<file path="src/rtl/opcode_buffer.sv">
// ---------------------------------------------------------------------------
// opcode_buffer
//
// Instruction-fetch front end. On request it reads four consecutive bytes
// from a byte-wide memory port, starting at ip, and delivers them as one
// 32-bit opcode.
//
// Handshake: the opcode is valid in the single cycle where busy is low.
// There is no back-pressure; the consumer must take opcode in that cycle
// and may change ip on the edge that ends it. ip and start_loading are only
// looked at while the block is idle (LOAD).
//
// Memory side: mem_request is a one-cycle strobe with mem_addr valid. The
// memory answers with mem_busy low and mem_data valid in some later cycle;
// mem_addr is held stable until then.
//
// Build option:
//   OPCODE_BUFFER_LITTLE_ENDIAN_EN - when defined, the byte at ip+0 lands in
//   opcode[7:0]; otherwise (default) it lands in opcode[31:24]. Timing is
//   the same either way.
//
// Ports:
//   clk           in   system clock, rising edge
//   reset         in   asynchronous, active-high reset
//   ip            in   address of first opcode byte
//   start_loading in   fetch enable
//   mem_data      in   memory read data
//   mem_busy      in   memory read still in progress
//   busy          out  low for one cycle when opcode is valid
//   opcode        out  assembled instruction word, held between deliveries
//   mem_addr      out  byte address to memory
//   mem_request   out  one-cycle read strobe
//   dbgState      out  current FSM state (0 LOAD, 1 REQ, 2 WAIT, 3 DONE)
// ---------------------------------------------------------------------------
module opcode_buffer #(
    parameter int ADDR_WIDTH = 32
) (
    input  logic                  clk,
    input  logic                  reset,
    input  logic [ADDR_WIDTH-1:0] ip,
    input  logic                  start_loading,
    input  logic [7:0]            mem_data,
    input  logic                  mem_busy,
    output logic                  busy,
    output logic [31:0]           opcode,
    output logic [ADDR_WIDTH-1:0] mem_addr,
    output logic                  mem_request,
    output logic [1:0]            dbgState
);

    typedef enum logic [1:0] {
        S_LOAD = 2'd0,
        S_REQ  = 2'd1,
        S_WAIT = 2'd2,
        S_DONE = 2'd3
    } state_t;

    state_t                state;
    logic [ADDR_WIDTH-1:0] base;
    logic [1:0]            byteIdx;
    logic [1:0]            nextIdx;
    // First three bytes, kept aside so opcode never shows a partial word.
    logic [23:0]           stage;
    logic [31:0]           assembled;

    assign nextIdx  = byteIdx + 2'd1;
    assign dbgState = state;

    // Final word built from the staged bytes plus the byte arriving now.
`ifdef OPCODE_BUFFER_LITTLE_ENDIAN_EN
    assign assembled = {mem_data, stage[7:0], stage[15:8], stage[23:16]};
`else
    assign assembled = {stage[23:16], stage[15:8], stage[7:0], mem_data};
`endif

    always_ff @(posedge clk or posedge reset) begin
        if (reset) begin
            state       <= S_LOAD;
            busy        <= 1'b1;
            opcode      <= 32'd0;
            mem_addr    <= '0;
            mem_request <= 1'b0;
            byteIdx     <= 2'd0;
            base        <= '0;
            stage       <= 24'd0;
        end else begin
            case (state)
                S_LOAD: begin
                    busy        <= 1'b1;
                    mem_request <= 1'b0;
                    if (start_loading) begin
                        base        <= ip;
                        byteIdx     <= 2'd0;
                        mem_addr    <= ip;
                        mem_request <= 1'b1;
                        state       <= S_REQ;
                    end
                end

                S_REQ: begin
                    // Strobe lasts exactly one cycle; address stays put.
                    mem_request <= 1'b0;
                    state       <= S_WAIT;
                end

                S_WAIT: begin
                    if (!mem_busy) begin
                        case (byteIdx)
                            2'd0: stage[23:16] <= mem_data;
                            2'd1: stage[15:8]  <= mem_data;
                            2'd2: stage[7:0]   <= mem_data;
                            default: begin
                                opcode <= assembled;
                                busy   <= 1'b0;
                            end
                        endcase
                        if (byteIdx == 2'd3) begin
                            state <= S_DONE;
                        end else begin
                            byteIdx     <= nextIdx;
                            // Address arithmetic wraps modulo 2^ADDR_WIDTH.
                            mem_addr    <= base + {{(ADDR_WIDTH-2){1'b0}}, nextIdx};
                            mem_request <= 1'b1;
                            state       <= S_REQ;
                        end
                    end
                end

                S_DONE: begin
                    busy  <= 1'b1;
                    state <= S_LOAD;
                end

                default: begin
                    state <= S_LOAD;
                end
            endcase
        end
    end

endmodule

</file>
<file path="config.mk">
export PLATFORM = sky130hd
export DESIGN_NAME = opcode_buffer
export DESIGN_NICKNAME = d
export VERILOG_FILES = /design/src/rtl/opcode_buffer.sv
export SDC_FILE = /design/constraint.sdc
export NUM_CORES = 1
export LEC_CHECK = 0
export CORE_ASPECT_RATIO = 2
export CORE_UTILIZATION = 54
export CTS_BUF_LIST = sky130_fd_sc_hd__clkbuf_4 sky130_fd_sc_hd__clkbuf_8
export DETAILED_ROUTE_END_ITERATION = 16
export PLACE_DENSITY = 0.83
export SYNTH_ARGS = -nofsm -noshare
export SYNTH_HDL_FRONTEND = slang
export SYNTH_SLANG_ARGS = --single-unit
</file>
<file path="constraint.sdc">
create_clock -name clk -period 5.1 [get_ports clk]
set_input_delay 1.02 -clock clk [delete_from_list [all_inputs] [get_ports clk]]
set_output_delay 1.02 -clock clk [all_outputs]
set_load 0.02 [all_outputs]
</file>
# == Word-level counts from Yosys, hierarchy flattened ==
# Cells that the tools add are included.
# word_totals
ff_bits,126
input_bits,44
output_inout_bits,68
wordCells,59
# op_classes
n_addsub,2
eq_ne,10
n_mux,19
n_bitwise,2
n_reduce_logical,16
# op_table
cell,n
32-bit 2-to-1 mux,3
32-bit one-hot mux with 2 select lines,1
32-bit by 2-bit adder with 32-bit output,1
3-bit AND reduction,6
2-bit 2-to-1 mux,6
"2-bit == test, second input constant",4
"2-bit inequality test, second input constant",4
2-bit one-hot mux with 4 select lines,1
1-bit 2-to-1 mux,5
"2-bit by 1-bit == test with 1-bit output, second input constant",2
2-bit zero test,2
2-bit one-hot mux with 2 select lines,1
2-bit AND reduction,2
4-bit AND reduction,1
2-bit nonzero test,2
1-bit one-hot mux with 3 select lines,1
3-bit nonzero test,1
3-bit OR reduction,1
"2-bit by 1-bit adder with 2-bit output, second input constant",1
1-bit NOT,2
1-bit one-hot mux with 2 select lines,1
2-bit OR reduction,1

# == Longest topological paths before layout ==
# Gate-level depths: netlist (run 1).
# depth
depth_word,5
mapped_depth,9
depth_no_buf,8

# == Least setup slack after synthesis (run 1) ==
# No wires, ideal clock.
# synth_path
kind,register -> register
from,register byteIdx[0]
to,register mem_addr[31]
setup_ps,126
arrival_ps,2267
required_time_ps,4974
setup_slack_ps,2706
stages_incl_launch_ff,10
n_path_buf,1
period_less_slack_ps,2394
cell_sequence,dfrtp_1 > inv_1 > ha_1 > ha_1 > a21oi_1 > or4_4 > buf_6 > nor4_4 > xnor2_1 > o21ai_2
# synth_between
elab_chain_cells,5
word_cells_on_any_way,8
classes_between,add/sub (2); eq/ne (2); mux (3); reduce/logical (1)
# synth_rtl
item,line,rtl
start: declaration,60,logic [1:0] byteIdx;
start signal: assignment,120,byteIdx <= nextIdx;
2-bit by 1-bit adder with 2-bit output,66,assign nextIdx = byteIdx + 2'd1;
32-bit by 2-bit adder with 32-bit output,122,"mem_addr <= base + {{(ADDR_WIDTH-2){1'b0}}, nextIdx};"
32-bit 2-to-1 mux,117,if (byteIdx == 2'd3) begin
32-bit 2-to-1 mux,107,if (!mem_busy) begin
32-bit one-hot mux with 2 select lines,87,case (state)
end signal: assignment,94,mem_addr <= ip;
end signal: assignment,122,
end: declaration,46,"output logic [ADDR_WIDTH-1:0] mem_addr,"
# Parallel ways exist; a longest one is shown, timed or not. The select of a mux whose other input is x is not followed.
# A chain may end at the register's enable or synchronous reset.

# == Final worst setup path (run 1) ==
# layout_path
from,"register state[0], in the netlist dbgState[0]"
to,register mem_addr[20]
# layout_between
elab_chain_cells,3
word_cells_on_any_way,8
classes_between,eq/ne (4); mux (1); reduce/logical (3)
# layout_rtl
item,line,rtl
start: declaration,58,state_t state;
start signal: assignment,78,state <= S_LOAD;
start signal: assignment,96,state <= S_REQ;
start signal: assignment,103,state <= S_WAIT;
2-bit == test or 2-bit zero test (tied branches),87,
2-bit inequality test (no source line) or 2-bit nonzero test (tied branches),n/a,
4-bit AND reduction (no source line),n/a,
# Parallel ways exist; a longest one is shown, timed or not.

==> flow_summary.ini, run 1 <==
[floorplan]
die_width_um = 75.4
core_um2 = 10500
rows = 53
dieArea_um2 = 11200
io_pins = 112
initial_utilization = 0.555
die_h_um = 149

[route]
post_drt_via_cell_ratio = 5.60
drtAntennaViolNets = 0
drc = 0
drt_first_pass_iters = 7
avgRoutedWirePerCell_um = 17.8
drt_iter0_drc = 107
routed_wl_um = 13200
vias = 4169

[timing]
maxSlewViolCount = 0
rsz0062_at_grt = no
fin_skew_ns = 0.00913
finalCritPeriodShare = 0.575
hold_viol_final = 0
fmax_mhz = 341
relSlewSlack = 0.420
finalSetupViolCount = 0
fin_ws_ns = 2.17
min_period_ns = 2.93
finalSetupTns_ns = 0
worst_slew_pin_slew_ns = 0.867

[power]
seqPwrFrac = 0.379
internal_power_uw = 2940
p_leak_uw = 0.00322
comb_power_share = 0.403
p_total_uw = 4620
power.switching_uw = 1680
clock_power_share = 0.218
peakVddDrop_mv = 0.396
p_per_area_nw_per_um2 = 614
swShare = 0.364

[finish]
areaGrowthSynthToFinish_pct = 29.5
antenna_cells = 0
area.sequential_um2 = 3150
multiInputGateArea_um2 = 2540
drive_above_1_share = 0.224
final_nets = 650
fill_cells = 786

[critical_path]
cp.arrival_ns = 3.25
ff2ff_path_depth = 5
required_ns = 5.42
slowest_delay_ns = 0.69
endpoint_kind = register
critPathBufInv = 2
crit_chain = inv_1 -> ha_1 -> buf_4 -> nand3_1 -> o21ai_0
worstSetupPathType = register to register
crit_path_start_kind = register
critPathSlowestCell = nand3_1
crit_fanout = 28
reg2reg_slack_ns = 2.17
cp_top_family = simple AND/OR/NAND/NOR gates
crit_cells = 5

[clock_network]
cts_tree = done
path_clk_slew_ns = 0.07
htreeDepth = 4
cts_root_buf = clkbuf_8
cts_resized = 0
numCtsBuffers = 17
clkLatencyLatePin_ns = 0.43
ctsHoldBuffers = 0
cts_setup_buffers = 0
cts_buffer_depth = 2
cts.sinks = 126

[global_route]
gr-total-overflow = 0
grt_antenna_before_repair = 0
grt_usage = 0.258
grt_max_degree = 127
grt_pass1_wl_um = 21400
use_met2 = 0.473
grt_use_met1 = 0.262
grt_pass1_vias = 4399
busiest_layer = met2
grt_util_met3 = 0.0642

[synthesis]
yosys.area.top_type = dfrtp_1
syn_inst = 481
yosysTopAreaCellShare = 0.538
ys_types = 42
syn-num-nets = 537
synth-seq-area-share = 0.543
synth-main-ff-cell = dfrtp_1
ys_warn_count = 0
synth.avg_cell_area_um2 = 12.1
synth-seq-cells = 126
synth.area.top_cells = dfrtp_1 (54%), mux2_2 (17%), xnor2_1 (3.5%)
async_flop_share = 1.00
synth_edf_count = 0
syn_area_um2 = 5810

[placement]
place_ws_ns = 2.01
hpwl_um = 9610
gp_congestion = 0.819
port_buffers = 111

[flow_run]
maxCapViolations = 0

[min_path]
holdPathStages = 2
hp-class = register to register

[outcome]
status = complete, no violations
-- cell families (layout without fill, tap and decap cells) --
kind of cell    Yosys count  after routing  synth area share
flops                   126            126             0.543
simple gates            117            117             0.118
mux                      94             94             0.180
compound gates           73             73            0.0669
xor+xnor                 30             30            0.0452
buf+inv                  29            155            0.0202
fa+ha+maj                12             12            0.0271
-- cell usage in the layout (no fill, tap or decap), types with 3 or more instances in the layout --
cell type,synthesis,routed
nor3b_1,21,21
nor3_1,4,4
o21ai_1,5,5
nand2_1,38,38
inv_1,7,6
o21ai_0,32,32
dfrtp_1,125,125
clkdlybuf4s50_1,0,111
buf_4,0,4
nand3_1,10,10
nor2_1,9,9
nor3_2,4,4
clkbuf_8,0,20
a21oi_1,30,30
mux2_2,86,86
and4_1,3,3
nand2b_1,4,4
and3_1,4,4
nand4_1,9,9
ha_1,11,11
xor2_1,7,7
bufinv_16,0,5
xnor2_1,23,23
mux2i_1,8,8
-- worst min-delay path: stages (launching register included) --
cell and delay (ns):
dfrtp_1 0.34, nand2_1 0.05, o21ai_0 0.06
-- stage by stage --
stage | instance area (um2) | util | hold WS, ns | cells
after floorplan | 5810 | - | 0.475 | 481
after global placement | 7060 | 0.674 | 0.477 | 712
after detailed placement | 7060 | 0.674 | 0.477 | 712
after CTS | 7530 | 0.719 | 0.494 | 744
after global routing | 7530 | 0.719 | 0.514 | 744
final | 7530 | 0.719 | 0.489 | 744
-- cell usage after synthesis (3+ instances only) --
library cell and instances:
and3_1 4, buf_1 6, dfrtp_1 125, a21oi_1 30, inv_1 7, nor3_1 4
nand2b_1 4, xor2_1 7, mux2_2 86, nand4_1 9, nand3_1 10, ha_1 11
nor3_2 4, nand2_1 38, xnor2_1 23, and4_1 3, o21ai_0 32, mux2i_1 8
nor3b_1 21, o21ai_1 5, clkbuf_1 14, nor2_1 9
-- routing by layer --
metal | wire length [um] | share of wire
met5 | 0 | 0
met4 | 301 | 0.023
met2 | 7720 | 0.58
met3 | 556 | 0.042
met1 | 4630 | 0.35
-- final timing paths --
path / start / end
max: dbgState[0] / mem_addr[20]
min: mem_addr[8] / mem_addr[8]
max reg2reg: dbgState[0] / mem_addr[20]
min reg2reg: mem_addr[8] / mem_addr[8]
max in group asynchronous: reset / dbgState[1]
min in group asynchronous: reset / opcode[26]
-- cell type report --
cell class / instances / share of cell area
clock buffers: 22 / 0.0385
well taps: 137 / 0.0228
flip-flops and latches: 126 / 0.419
inverters: 7 / 0.00382
multi-input cells: 326 / 0.338
repair buffers: 116 / 0.154
clock inverters: 10 / 0.0244
-- power groups by stage --
stage | logic, uW | registers (uW) | clock network [uW]
floorplan | 1010 | 1900 | 0
global placement | 1800 | 1740 | 0
detailed placement | 1870 | 1760 | 0
CTS | 1890 | 1750 | 1030
global route | 2030 | 1810 | 1060
finish | 1860 | 1750 | 1010
-- flip-flops by register name, summed over array words and instances, names as in the netlist --
name and cells:
base 32, busy 1, byteIdx 2, dbgState 2, mem_addr 32, mem_request 1
opcode 32, stage 24
Power figures use the tool's default switching activity.
==> run 2: changes to the inputs <==
--- a/config.mk
+++ b/config.mk
@@ -6,10 +6,10 @@
 export NUM_CORES = 1
 export LEC_CHECK = 0
 export CORE_ASPECT_RATIO = 2
-export CORE_UTILIZATION = 54
+export CORE_UTILIZATION = 49
 export CTS_BUF_LIST = sky130_fd_sc_hd__clkbuf_4 sky130_fd_sc_hd__clkbuf_8
 export DETAILED_ROUTE_END_ITERATION = 16
-export PLACE_DENSITY = 0.83
+export PLACE_DENSITY = 0.79
 export SYNTH_ARGS = -nofsm -noshare
 export SYNTH_HDL_FRONTEND = slang
 export SYNTH_SLANG_ARGS = --single-unit
==> constraint.sdc (replaced) <==
create_clock -name clk -period 2.45 [get_ports clk]
set_input_delay 0.49 -clock clk [delete_from_list [all_inputs] [get_ports clk]]
set_output_delay 0.49 -clock clk [all_outputs]
set_load 0.02 [all_outputs]
==> flow_summary.ini, run 2 (same netlist as run 1, synthesis figures left out) <==
[floorplan]
dieArea_um2 = 12300
die_width_um = 79.0
io_pins = 112
rows = 56
core_um2 = 11600
initial_utilization = 0.500
die_h_um = 156

[placement]
place_ws_ns = 0.0245
post-place-cells = 730
gp_congestion = 0.912
port_buffers = 111
place_area_um2 = 7180
hpwl_um = 10100

[flow_run]
maxCapViolations = 0

[critical_path]
reg2reg_slack_ns = 0.10
required_ns = 2.77
r2r_start = byteIdx[1]
crit_path_start_kind = register
cp.arrival_ns = 2.67
endpoint_kind = register
ff2ff_path_depth = 8
crit_fanout = 8
rr_endpoint = mem_addr[31]
worstSetupPathType = register to register

[finish]
final_common_cell = dfrtp_1
fill_cells = 914
design_area_um2 = 7620
reg_top3 = base x32, mem_addr x32, opcode x32
area.sequential_um2 = 3150
final_nets = 660
layout_common_cells = dfrtp_1 (125), clkdlybuf4s50_1 (111), mux2_2 (86)
drive_above_1_share = 0.241
multiInputGateArea_um2 = 2560
antenna_cells = 0
areaGrowthSynthToFinish_pct = 31.0
final_cell_count_no_fill = 762

[global_route]
grt_use_met1 = 0.238
grt_pass1_vias = 4543
grt_max_degree = 63
busiest_layer = met2
grt_antenna_before_repair = 0
use_met2 = 0.471
grt_pass1_wl_um = 22600
grt_usage = 0.244
gr-total-overflow = 0
grt_util_met3 = 0.0602

[power]
p_total_uw = 9590
p_leak_uw = 0.00325
peakVddDrop_mv = 0.753
p_per_area_nw_per_um2 = 1260

[clock_network]
cts_tree = done
numCtsBuffers = 17
cts_buffer_depth = 2
htreeDepth = 4
ctsHoldBuffers = 0
clkLatencyLatePin_ns = 0.44
cts.sinks = 126
path_clk_slew_ns = 0.08
cts_root_buf = clkbuf_8

[timing]
rsz0062_at_grt = no
finalSetupViolCount = 0
relSlewSlack = 0.628
min_period_ns = 2.35
fin_ws_ns = 0.102
fin_skew_ns = 0.00861
finalSetupTns_ns = 0
fmax_mhz = 426
hold_viol_final = 0
worst_slew_pin_slew_ns = 0.554
finalCritPeriodShare = 0.958
maxSlewViolCount = 0

[min_path]
hp-class = primary input to asynchronous set/reset pin

[route]
drtAntennaViolNets = 0
post_drt_via_cell_ratio = 5.56
avgRoutedWirePerCell_um = 18.1
vias = 4238
drt_first_pass_iters = 5
routed_wl_um = 13800
drt_iter0_drc = 167
drc = 0

[outcome]
status = complete, no violations
-- run 2: timing repair --
item,CTS,global route
gates resized for setup,0,3
endpoints found under the setup margin,0,15
setup buffers,0,0
hold endpoints to repair,0,0
-- run 2: layout make-up --
type                            count  share of cell area
Tap cell                          145              0.0238
Multi-Input combinational cell    326               0.336
Sequential cell                   126               0.414
Inverter                            7             0.00394
Timing Repair Buffer              126               0.167
Clock buffer                       18              0.0325
Clock inverter                     14              0.0222
-- run 2: through the flow --
step           hold WS [ns]  utilization
6_report              0.380        0.655
5_1_grt               0.382        0.655
4_1_cts               0.372        0.653
3_5_place_dp          0.479        0.617
3_3_place_gp          0.467        0.617
2_1_floorplan         0.475            -
-- run 2: worst max path at each step --
stage                    start  slack (ns)           end
global route        byteIdx[1]        0.02  mem_addr[31]
CTS                 byteIdx[0]        0.01  mem_addr[31]
floorplan           byteIdx[0]        0.06  mem_addr[31]
detailed placement  byteIdx[0]        0.02  mem_addr[31]
global placement    byteIdx[0]        0.09  mem_addr[31]
finish              byteIdx[1]        0.10  mem_addr[31]
-- run 2: power breakdown --
group	internal, uW	switching (uW)
combinational	2000	2080
clock	1030	835
sequential	2940	711
-- run 2: worst max-delay path: stages, from the launching register on --
cell and delay, ns:
dfrtp_1 0.38, inv_1 0.12, ha_4 0.23, ha_1 0.27, a21oi_1 0.10, or4_4 0.64
nor4_4 0.26, xnor2_1 0.16, o21ai_2 0.07
-- run 2: metal layers --
metal	wire, um	vias to the layer above
li1	-	1951
met1	4690	2109
met2	8000	145
met3	624	33
met4	471	0
met5	0	-
